## src/rtl/c3aibadapt_avmm_chain_pkg.sv

```systemverilog
// rtl/c3aibadapt_avmm_chain_pkg.sv - shared types and constants for the AVMM chain sequencer
package c3aibadapt_avmm_chain_pkg;

    localparam int AVMM_DATA_W = 32;
    localparam int AVMM_BE_W   = 4;

    // Read data returned on an aborted (timed-out) access
    localparam logic [AVMM_DATA_W-1:0] TIMEOUT_RDATA = 32'h0;

    typedef enum logic [1:0] {
        ST_IDLE   = 2'd0,
        ST_CMD    = 2'd1,
        ST_RDWAIT = 2'd2,
        ST_RSP    = 2'd3
    } state_e;

endpackage

```

## src/rtl/c3aibadapt_avmm_rr_arb.sv

```systemverilog
// rtl/c3aibadapt_avmm_rr_arb.sv - 2-way round-robin arbiter with last-grant pointer
module c3aibadapt_avmm_rr_arb (
    input  logic       clk,
    input  logic       rst_n,
    input  logic [1:0] req,
    input  logic       en,
    output logic [1:0] gnt,
    output logic       gnt_id
);

    logic last_q;
    logic last_d;
    logic fire;

    // Contention goes to the requester not granted last; a lone requester always wins
    always_comb begin
        gnt_id = req[1] & (~req[0] | ~last_q);
        fire   = en & (|req);
        gnt    = 2'b00;
        if (fire) begin
            gnt = gnt_id ? 2'b10 : 2'b01;
        end
        last_d = fire ? gnt_id : last_q;
    end

    // Pointer resets to req1 so req0 wins the first contention
    always_ff @(posedge clk or negedge rst_n) begin
        if (!rst_n) begin
            last_q <= 1'b1;
        end else begin
            last_q <= last_d;
        end
    end

endmodule

```

## src/rtl/c3aibadapt_avmm_chain_ctrl.sv

```systemverilog
// rtl/c3aibadapt_avmm_chain_ctrl.sv - AVMM chain master sequencer; timeout abort under C3AIBADAPT_AVMM_CHAIN_TIMEOUT_EN
module c3aibadapt_avmm_chain_ctrl
    import c3aibadapt_avmm_chain_pkg::*;
#(
    parameter int ADDR_W      = 11,
    parameter int TIMEOUT_CYC = 64
) (
    input  logic                   i_avmm_clk,
    input  logic                   i_avmm_rst_n,
    input  logic                   i_req0_valid,
    input  logic                   i_req0_write,
    input  logic [ADDR_W-1:0]      i_req0_addr,
    input  logic [AVMM_DATA_W-1:0] i_req0_wdata,
    input  logic [AVMM_BE_W-1:0]   i_req0_byteen,
    output logic                   o_req0_ready,
    output logic                   o_req0_rsp_valid,
    output logic [AVMM_DATA_W-1:0] o_req0_rdata,
    output logic                   o_req0_err,
    input  logic                   i_req1_valid,
    input  logic                   i_req1_write,
    input  logic [ADDR_W-1:0]      i_req1_addr,
    input  logic [AVMM_DATA_W-1:0] i_req1_wdata,
    input  logic [AVMM_BE_W-1:0]   i_req1_byteen,
    output logic                   o_req1_ready,
    output logic                   o_req1_rsp_valid,
    output logic [AVMM_DATA_W-1:0] o_req1_rdata,
    output logic                   o_req1_err,
    output logic                   o_avmm_read,
    output logic                   o_avmm_write,
    output logic [ADDR_W-1:0]      o_avmm_addr,
    output logic [AVMM_DATA_W-1:0] o_avmm_wdata,
    output logic [AVMM_BE_W-1:0]   o_avmm_byteen,
    input  logic                   i_avmm_waitreq,
    input  logic                   i_avmm_rdatavalid,
    input  logic [AVMM_DATA_W-1:0] i_avmm_rdata,
    output logic                   o_busy
);

    state_e                 state_q, state_d;
    logic                   wr_q, wr_d;
    logic [ADDR_W-1:0]      addr_q, addr_d;
    logic [AVMM_DATA_W-1:0] wdata_q, wdata_d;
    logic [AVMM_BE_W-1:0]   be_q, be_d;
    logic                   id_q, id_d;
    logic                   rd_stb_q, rd_stb_d;
    logic                   wr_stb_q, wr_stb_d;
    logic [1:0]             rsp_valid_q, rsp_valid_d;
    logic [AVMM_DATA_W-1:0] rsp_data_q, rsp_data_d;
    logic                   err_q, err_d;
    logic                   busy_q, busy_d;

    logic [1:0]             arb_gnt;
    logic                   arb_id;
    logic                   arb_en;
    logic                   timeout_hit;

    assign arb_en = (state_q == ST_IDLE);

    c3aibadapt_avmm_rr_arb u_arb (
        .clk    (i_avmm_clk),
        .rst_n  (i_avmm_rst_n),
        .req    ({i_req1_valid, i_req0_valid}),
        .en     (arb_en),
        .gnt    (arb_gnt),
        .gnt_id (arb_id)
    );

`ifdef C3AIBADAPT_AVMM_CHAIN_TIMEOUT_EN
    localparam int CNT_W = (TIMEOUT_CYC > 2) ? $clog2(TIMEOUT_CYC) : 1;

    logic [CNT_W-1:0] cnt_q, cnt_d;

    // Last permitted stall cycle of the current phase
    assign timeout_hit = (cnt_q == CNT_W'(TIMEOUT_CYC - 1));

    // Counter restarts on every phase change and counts cycles spent stalled in CMD/RDWAIT
    always_comb begin
        cnt_d = cnt_q;
        if (state_d != state_q) begin
            cnt_d = '0;
        end else if (state_q == ST_CMD || state_q == ST_RDWAIT) begin
            cnt_d = cnt_q + 1'b1;
        end
    end

    // Stall counter register
    always_ff @(posedge i_avmm_clk or negedge i_avmm_rst_n) begin
        if (!i_avmm_rst_n) begin
            cnt_q <= '0;
        end else begin
            cnt_q <= cnt_d;
        end
    end
`else
    assign timeout_hit = 1'b0;
`endif

    // Sequencer next-state: latch on grant, issue one command, collect one response
    always_comb begin
        state_d     = state_q;
        wr_d        = wr_q;
        addr_d      = addr_q;
        wdata_d     = wdata_q;
        be_d        = be_q;
        id_d        = id_q;
        rd_stb_d    = rd_stb_q;
        wr_stb_d    = wr_stb_q;
        rsp_valid_d = 2'b00;
        rsp_data_d  = rsp_data_q;
        err_d       = err_q;
        case (state_q)
            ST_IDLE: begin
                if (|arb_gnt) begin
                    id_d = arb_id;
                    if (arb_id) begin
                        wr_d    = i_req1_write;
                        addr_d  = i_req1_addr;
                        wdata_d = i_req1_wdata;
                        be_d    = i_req1_byteen;
                    end else begin
                        wr_d    = i_req0_write;
                        addr_d  = i_req0_addr;
                        wdata_d = i_req0_wdata;
                        be_d    = i_req0_byteen;
                    end
                    rd_stb_d = ~wr_d;
                    wr_stb_d = wr_d;
                    state_d  = ST_CMD;
                end
            end
            ST_CMD: begin
                if (!i_avmm_waitreq) begin
                    rd_stb_d = 1'b0;
                    wr_stb_d = 1'b0;
                    if (wr_q) begin
                        state_d     = ST_RSP;
                        rsp_valid_d = id_q ? 2'b10 : 2'b01;
                        rsp_data_d  = '0;
                        err_d       = 1'b0;
                    end else begin
                        state_d = ST_RDWAIT;
                    end
                end else if (timeout_hit) begin
                    rd_stb_d    = 1'b0;
                    wr_stb_d    = 1'b0;
                    state_d     = ST_RSP;
                    rsp_valid_d = id_q ? 2'b10 : 2'b01;
                    rsp_data_d  = TIMEOUT_RDATA;
                    err_d       = 1'b1;
                end
            end
            ST_RDWAIT: begin
                if (i_avmm_rdatavalid) begin
                    state_d     = ST_RSP;
                    rsp_valid_d = id_q ? 2'b10 : 2'b01;
                    rsp_data_d  = i_avmm_rdata;
                    err_d       = 1'b0;
                end else if (timeout_hit) begin
                    state_d     = ST_RSP;
                    rsp_valid_d = id_q ? 2'b10 : 2'b01;
                    rsp_data_d  = TIMEOUT_RDATA;
                    err_d       = 1'b1;
                end
            end
            ST_RSP: begin
                state_d = ST_IDLE;
            end
            default: begin
                state_d = ST_IDLE;
            end
        endcase
        busy_d = (state_d != ST_IDLE);
    end

    // Sequencer state and registered outputs
    always_ff @(posedge i_avmm_clk or negedge i_avmm_rst_n) begin
        if (!i_avmm_rst_n) begin
            state_q     <= ST_IDLE;
            wr_q        <= 1'b0;
            addr_q      <= '0;
            wdata_q     <= '0;
            be_q        <= '0;
            id_q        <= 1'b0;
            rd_stb_q    <= 1'b0;
            wr_stb_q    <= 1'b0;
            rsp_valid_q <= 2'b00;
            rsp_data_q  <= '0;
            err_q       <= 1'b0;
            busy_q      <= 1'b0;
        end else begin
            state_q     <= state_d;
            wr_q        <= wr_d;
            addr_q      <= addr_d;
            wdata_q     <= wdata_d;
            be_q        <= be_d;
            id_q        <= id_d;
            rd_stb_q    <= rd_stb_d;
            wr_stb_q    <= wr_stb_d;
            rsp_valid_q <= rsp_valid_d;
            rsp_data_q  <= rsp_data_d;
            err_q       <= err_d;
            busy_q      <= busy_d;
        end
    end

    // Ready is the only combinational output; held low while reset is asserted
    assign o_req0_ready     = arb_gnt[0] & i_avmm_rst_n;
    assign o_req1_ready     = arb_gnt[1] & i_avmm_rst_n;
    assign o_req0_rsp_valid = rsp_valid_q[0];
    assign o_req1_rsp_valid = rsp_valid_q[1];
    assign o_req0_rdata     = rsp_data_q;
    assign o_req1_rdata     = rsp_data_q;
`ifdef C3AIBADAPT_AVMM_CHAIN_TIMEOUT_EN
    assign o_req0_err       = err_q;
    assign o_req1_err       = err_q;
`else
    assign o_req0_err       = 1'b0;
    assign o_req1_err       = 1'b0;
`endif
    assign o_avmm_read      = rd_stb_q;
    assign o_avmm_write     = wr_stb_q;
    assign o_avmm_addr      = addr_q;
    assign o_avmm_wdata     = wdata_q;
    assign o_avmm_byteen    = be_q;
    assign o_busy           = busy_q;

endmodule
```

## config.mk

```make
export PLATFORM = sky130hd
export DESIGN_NAME = c3aibadapt_avmm_chain_ctrl
export DESIGN_NICKNAME = d
export VERILOG_FILES = /design/src/rtl/c3aibadapt_avmm_chain_pkg.sv /design/src/rtl/c3aibadapt_avmm_rr_arb.sv /design/src/rtl/c3aibadapt_avmm_chain_ctrl.sv
export SDC_FILE = /design/constraint.sdc
export NUM_CORES = 1
export LEC_CHECK = 0
export ABC_AREA = 1
export CAP_MARGIN = 5
export CORE_ASPECT_RATIO = 1.4
export CORE_MARGIN = 5
export CORE_UTILIZATION = 40
export DETAILED_ROUTE_END_ITERATION = 8
export DONT_BUFFER_PORTS = 1
export PLACE_DENSITY = 0.58
export SYNTH_ARGS = -nofsm -noshare
export SYNTH_HDL_FRONTEND = slang
export SYNTH_HIERARCHICAL = 1
export SYNTH_SLANG_ARGS = --single-unit
```

## constraint.sdc

```tcl
create_clock -name i_avmm_clk -period 2.2 [get_ports i_avmm_clk]
set_clock_uncertainty 0.1 [all_clocks]
set_input_delay 0.44 -clock i_avmm_clk [delete_from_list [all_inputs] [get_ports i_avmm_clk]]
set_output_delay 0.44 -clock i_avmm_clk [all_outputs]
set_load 0.01 [all_outputs]
```

After elaboration in Yosys (flattened, before gate mapping)
Cells that the tools add are included.
{ "op_classes": {"n_eq_ne": 7, "muxes": 27, "bitwise": 8, "n_reduce_logical": 9} }
{ "op_table": {"columns": ["operator", "n"], "rows": [
  ["$mux 32", 4],
  ["$pmux 32 s2", 1],
  ["$mux 2", 9],
  ["$mux 11", 1],
  ["$ne 2x2->1 const B", 4],
  ["$pmux 2 s4", 1],
  ["$mux 1", 7],
  ["$reduce_bool 2->1", 3],
  ["$and 1x1->1", 4],
  ["$eq 2x2->1 const B", 2],
  ["$mux 4", 1],
  ["$pmux 1 s2", 2],
  ["$pmux 2 s2", 1],
  ["$reduce_and 4->1", 1],
  ["$reduce_or 2->1", 2],
  ["$not 1->1", 3],
  ["$reduce_and 3->1", 1],
  ["$eq 2x1->1 const B", 1],
  ["$logic_not 2->1", 1],
  ["$reduce_and 2->1", 1],
  ["$or 1x1->1", 1]
]} }
{ "word_totals": {"reg_bits": 89, "in_bits": 134, "output_inout_bits": 120, "wordCells": 63} }

Logic depth before layout (Yosys ltp)
{ "depth": {"depth_word": 11, "mapped_depth": 10, "depth_no_buf": 9} }

By module
Netlist, hierarchy kept.
{ "modules_own_cells": {"columns": ["module", "n_inst", "cells_each", "area_each_um2", "seq_area_each_um2"], "rows": [
  ["c3aibadapt_avmm_chain_ctrl", 1, 537, 4580.6, 2202.1],
  ["c3aibadapt_avmm_rr_arb", 1, 10, 68.8, 26.3]
]} }

Worst setup path after synthesis
Ideal clock, no wire load.
{ "synth_path": {"path_kind": "register -> register", "from": "reg state_q[0]", "to": "reg addr_q[0], in the netlist o_avmm_addr[0]", "setup_time_ns": 0.119, "t_arrival_ns": 1.542, "t_required_ns": 1.981, "path_slack_ns": 0.440, "path_stages_with_launch": 10, "n_path_buf": 2, "period_less_slack_ns": 1.760, "path_cell_list": "dfrtp_1 > inv_1 > ha_1 > o21ai_2 > nor2_2 > nor2_2 > nor2_4 > buf_4 > buf_6 > o21a_1"} }
{ "synth_via": {"elab_chain_cells": 5} }
{ "synth_rtl": {"columns": ["item", "line", "source"], "rows": [
  ["start: declaration", "c3aibadapt_avmm_chain_ctrl.sv:39", "state_e state_q, state_d;"],
  ["start signal: assignment", "c3aibadapt_avmm_chain_ctrl.sv:191", "state_q <= state_d;"],
  ["$logic_not 2->1", "c3aibadapt_avmm_chain_ctrl.sv:57", "assign arb_en = (state_q == ST_IDLE);"],
  ["net arb_en", "c3aibadapt_avmm_chain_ctrl.sv:54", "logic arb_en;"],
  ["$and 1x1->1", "c3aibadapt_avmm_rr_arb.sv:18", "fire = en & (|req);"],
  ["$mux 2", "c3aibadapt_avmm_rr_arb.sv:20", "if (fire) begin"],
  ["net arb_gnt[0]", "c3aibadapt_avmm_chain_ctrl.sv:52", "logic [1:0] arb_gnt;"],
  ["$reduce_or 2->1", "c3aibadapt_avmm_chain_ctrl.sv:113", "if (|arb_gnt) begin"],
  ["$reduce_and 2->1 (no source line)", null, null],
  ["end signal: assignment", "c3aibadapt_avmm_chain_ctrl.sv:193", "addr_q <= addr_d;"],
  ["end: declaration", "c3aibadapt_avmm_chain_ctrl.sv:41", "logic [ADDR_W-1:0] addr_q, addr_d;"]
]} }
The timed path passes the listed nets, and every way through them passes these cells.
A chain may end at the register's enable or synchronous reset.

Final worst setup path
{ "layout_path": {"from": "reg state_q[0]", "to": "out o_req0_ready"} }
{ "layout_via": {"elab_chain_cells": 4} }
{ "layout_rtl": {"columns": ["item", "line", "source"], "rows": [
  ["$logic_not 2->1", "c3aibadapt_avmm_chain_ctrl.sv:57", null],
  ["net arb_en", "c3aibadapt_avmm_chain_ctrl.sv:54", null],
  ["$and 1x1->1", "c3aibadapt_avmm_rr_arb.sv:18", null],
  ["$mux 2", "c3aibadapt_avmm_rr_arb.sv:20", null],
  ["net arb_gnt[0]", "c3aibadapt_avmm_chain_ctrl.sv:52", null],
  ["$and 1x1->1", "c3aibadapt_avmm_chain_ctrl.sv:207", "assign o_req0_ready = arb_gnt[0] & i_avmm_rst_n;"],
  ["end: declaration", "c3aibadapt_avmm_chain_ctrl.sv:15", "output logic o_req0_ready,"]
]} }
The timed path passes the listed nets, and every way through them passes these cells.

==> results.py <==
metrics = {
    "die": {
        "die_area_mm2": 0.0139,
        "die_h_um": 138,
        "dieWidth_um": 101,
        "core_area_mm2": 0.0113,
        "rows": 46,
        "io_pins": 254,
        "start_util_pct": 41.0,
    },
    "sta": {
        "whs_ns": -0.303,
        "period_share_pct": 94.1,
        "hold_violations": 89,
        "period_minus_slack_ns": 2.07,
        "max_freq_ghz": 0.483,
        "maxSlewViolCount": 0,
        "grt_setup_unrepaired": "no",
        "fin_setup_tns_ns": 0,
        "setup_viol": 0,
    },
    "worst_setup_path": {
        "path_depth": 6,
        "endpoint": "o_req0_ready",
        "arrival_ns": 1.53,
        "r2r_end": "o_avmm_wdata[11]",
        "cpMostUsedCell": "inv_1",
        "worstSetupStartpoint": "state_q[0]",
        "cpMaxStageDelayCell": "dfrtp_1",
        "max_stage_delay_ns": 0.42,
        "cp-start-kind": "flip-flop",
        "worstReg2RegStart": "state_q[0]",
        "cp.required_ns": 1.66,
        "r2r_cells": 9,
        "r2r_setup_slack_ns": 0.22,
        "worstPathMaxFanout": 6,
        "cpLargestDelayFamily": "flip-flops",
        "worstSetupPathType": "flip-flop to primary output",
        "crit_path_cell_trace": "inv_1, ha_4, o21ai_2, nor2_2, nand2_1, inv_1",
        "path_buf_inv": 2,
        "endpoint_kind": "primary output",
    },
    "finish": {
        "fin_nets": 638,
        "final_cell_mix": "nand2_1, nor2_1, dfrtp_1",
        "fillCellCount": 1144,
        "drive_gt1_share_pct": 6.55,
        "antenna-diode-count": 0,
        "final_cell_area_mm2": 0.00472,
        "syn_to_final_growth_pct": 1.48,
        "final_common_cell": "nand2_1",
    },
    "clocking": {
        "root_buffer": "clkbuf_16",
        "clock_path_buffers": 2,
        "cts_tree": "built",
        "cts.clk_slew.worst_paths_ns": 0.06,
        "cts_buffers": 9,
        "cts_setup_buffers": 0,
        "ctsHtreeMaxLevel": 3,
        "clk_latency_ns": 0.33,
        "cts.sinks": 89,
    },
    "routing": {
        "firstDrtPassIters": 4,
        "drc": 0,
        "wl_per_cell_um": 17.1,
        "num_vias": 3380,
        "first_iter_violations": 73,
        "totalWireLength_mm": 11.1,
        "ant_nets": 0,
        "vias_per_cell": 5.22,
    },
    "synth": {
        "seq_area_frac_synth_pct": 47.9,
        "synth_area_mm2": 0.00465,
        "synth_warnings": 6,
        "synth-seq-cells": 89,
        "syn_avg_cell_area_um2": 8.50,
        "netlist_instances": 547,
        "synth_cell_types": 25,
    },
    "run": {
        "cap_viol_max_count": 0,
    },
    "hold_path": {
        "min_path_type": "input port to async pin",
    },
    "status": {
        "violations": "hold timing",
        "status": "complete, but fails checks",
    },
    "power_and_ir_drop": {
        "irDropWorstVdd_mv": 0.491,
        "p_per_area_mw_per_mm2": 1440,
        "p_leak_nw": 2.12,
    },
    "global_routing": {
        "antenna_found_initial": 0,
        "grt_max_degree": 92,
        "grt_first_pass_wirelength_mm": 17.9,
        "grtUsageTotal_pct": 16.4,
        "grt_pass1_vias": 3593,
        "overflow": 0,
    },
    "place": {
        "port_buffers": 0,
        "placed_area_mm2": 0.00442,
        "gp_congestion": 0.789,
        "dp_hpwl_mm": 8.04,
    },
}
-- power by group --
| part | total [mW] | leakage (nW) | switching, mW | internal, mW |
|---|---|---|---|---|
| sequential | 3.20 | 1.07 | 0.902 | 2.30 |
| clock | 1.49 | 0.133 | 0.606 | 0.883 |
| combinational | 2.09 | 0.918 | 1.25 | 0.846 |
| total | 6.78 | 2.12 | 2.76 | 4.03 |
-- worst min-delay path by stage --
| stage | from | to | slack [ns] | cells after the start |
|---|---|---|---|---|
| finish | i_avmm_rst_n | o_req0_rdata[3] | -0.30 | 0 |
| global route | i_avmm_rst_n | o_req0_rdata[1] | -0.33 | 0 |
| CTS | i_avmm_rst_n | o_req0_rdata[1] | -0.32 | 0 |
| detailed placement | i_avmm_rst_n | o_req0_rdata[1] | 0.05 | 0 |
| global placement | i_avmm_rst_n | o_req0_rdata[1] | 0.05 | 0 |
| floorplan | i_avmm_rst_n | id_q | 0.04 | 0 |
-- cell usage after synthesis, drive strengths merged --
cell type,instances,area [µm²]
a21oi,2,10.0
buf,62,473
clkbuf,5,22.5
conb,1,3.75
dfrtp,88,2200
dfstp,1,26.3
ha,5,62.6
inv,14,52.6
nand2,129,492
nand3,8,40.0
nand3b,32,240
nor2,100,388
o21a,48,362
o21ai,52,275
-- stage by stage --
| step | std cells | setup WS, ns | hold WS [ns] | total power [mW] | util [%] |
|---|---|---|---|---|---|
| after CTS | 648 | 0.0561 | -0.320 | 6.89 | 41.5 |
| final | 648 | 0.130 | -0.303 | 6.78 | 41.6 |
| after global placement | 632 | 0.232 | 0.0467 | 5.24 | 38.9 |
| after global routing | 648 | 0.0242 | -0.331 | 7.34 | 41.6 |
| after floorplan | 548 | 0.440 | 0.0444 | 5.12 | - |
| after detailed placement | 632 | 0.124 | 0.0468 | 5.34 | 38.9 |
-- flip-flops by register name (all words and copies together) (netlist names), 2 cells and up --
signal	flops
o_avmm_wdata	32
rsp_valid_q	2
state_q	2
o_avmm_addr	11
o_avmm_byteen	4
o_req0_rdata	32
-- area by class of cell --
type / instances / area [µm²] / area share [%]
clock inverters: 4 / 53.8 / 1.14
clock buffers: 12 / 236 / 5.01
inverters: 14 / 52.6 / 1.11
well taps: 144 / 180 / 3.82
repair buffers: 7 / 77.6 / 1.64
flip-flops and latches: 89 / 2230 / 47.2
multi-input cells: 378 / 1890 / 40.0
-- repair_timing --
action                                 4_1_cts  5_1_grt
endpoints found under the hold margin       89       89
gates resized for setup                      1        1
setup endpoints to repair                    1        2
-- metal layers --
layer | part of all wire (%) | track usage (%) | vias to the layer above
met4 | 1.5 | 5.32 | 0
met1 | 37 | 18.5 | 1579
li1 | - | - | 1625
met2 | 50 | 27.9 | 164
met3 | 12 | 6.74 | 12
met5 | 0 | 0 | -
-- logic make-up after synthesis --
family	count (synthesis)	share of synthesized area, %
buffers and inverters	81	11.8
AND/OR/NAND/NOR	269	24.9
adder cells (fa/ha/maj)	5	1.35
other	1	0.0807
flip-flops	89	47.9
AO/OA/AOI/OAI	102	13.9
Power figures use the tool's default switching activity.
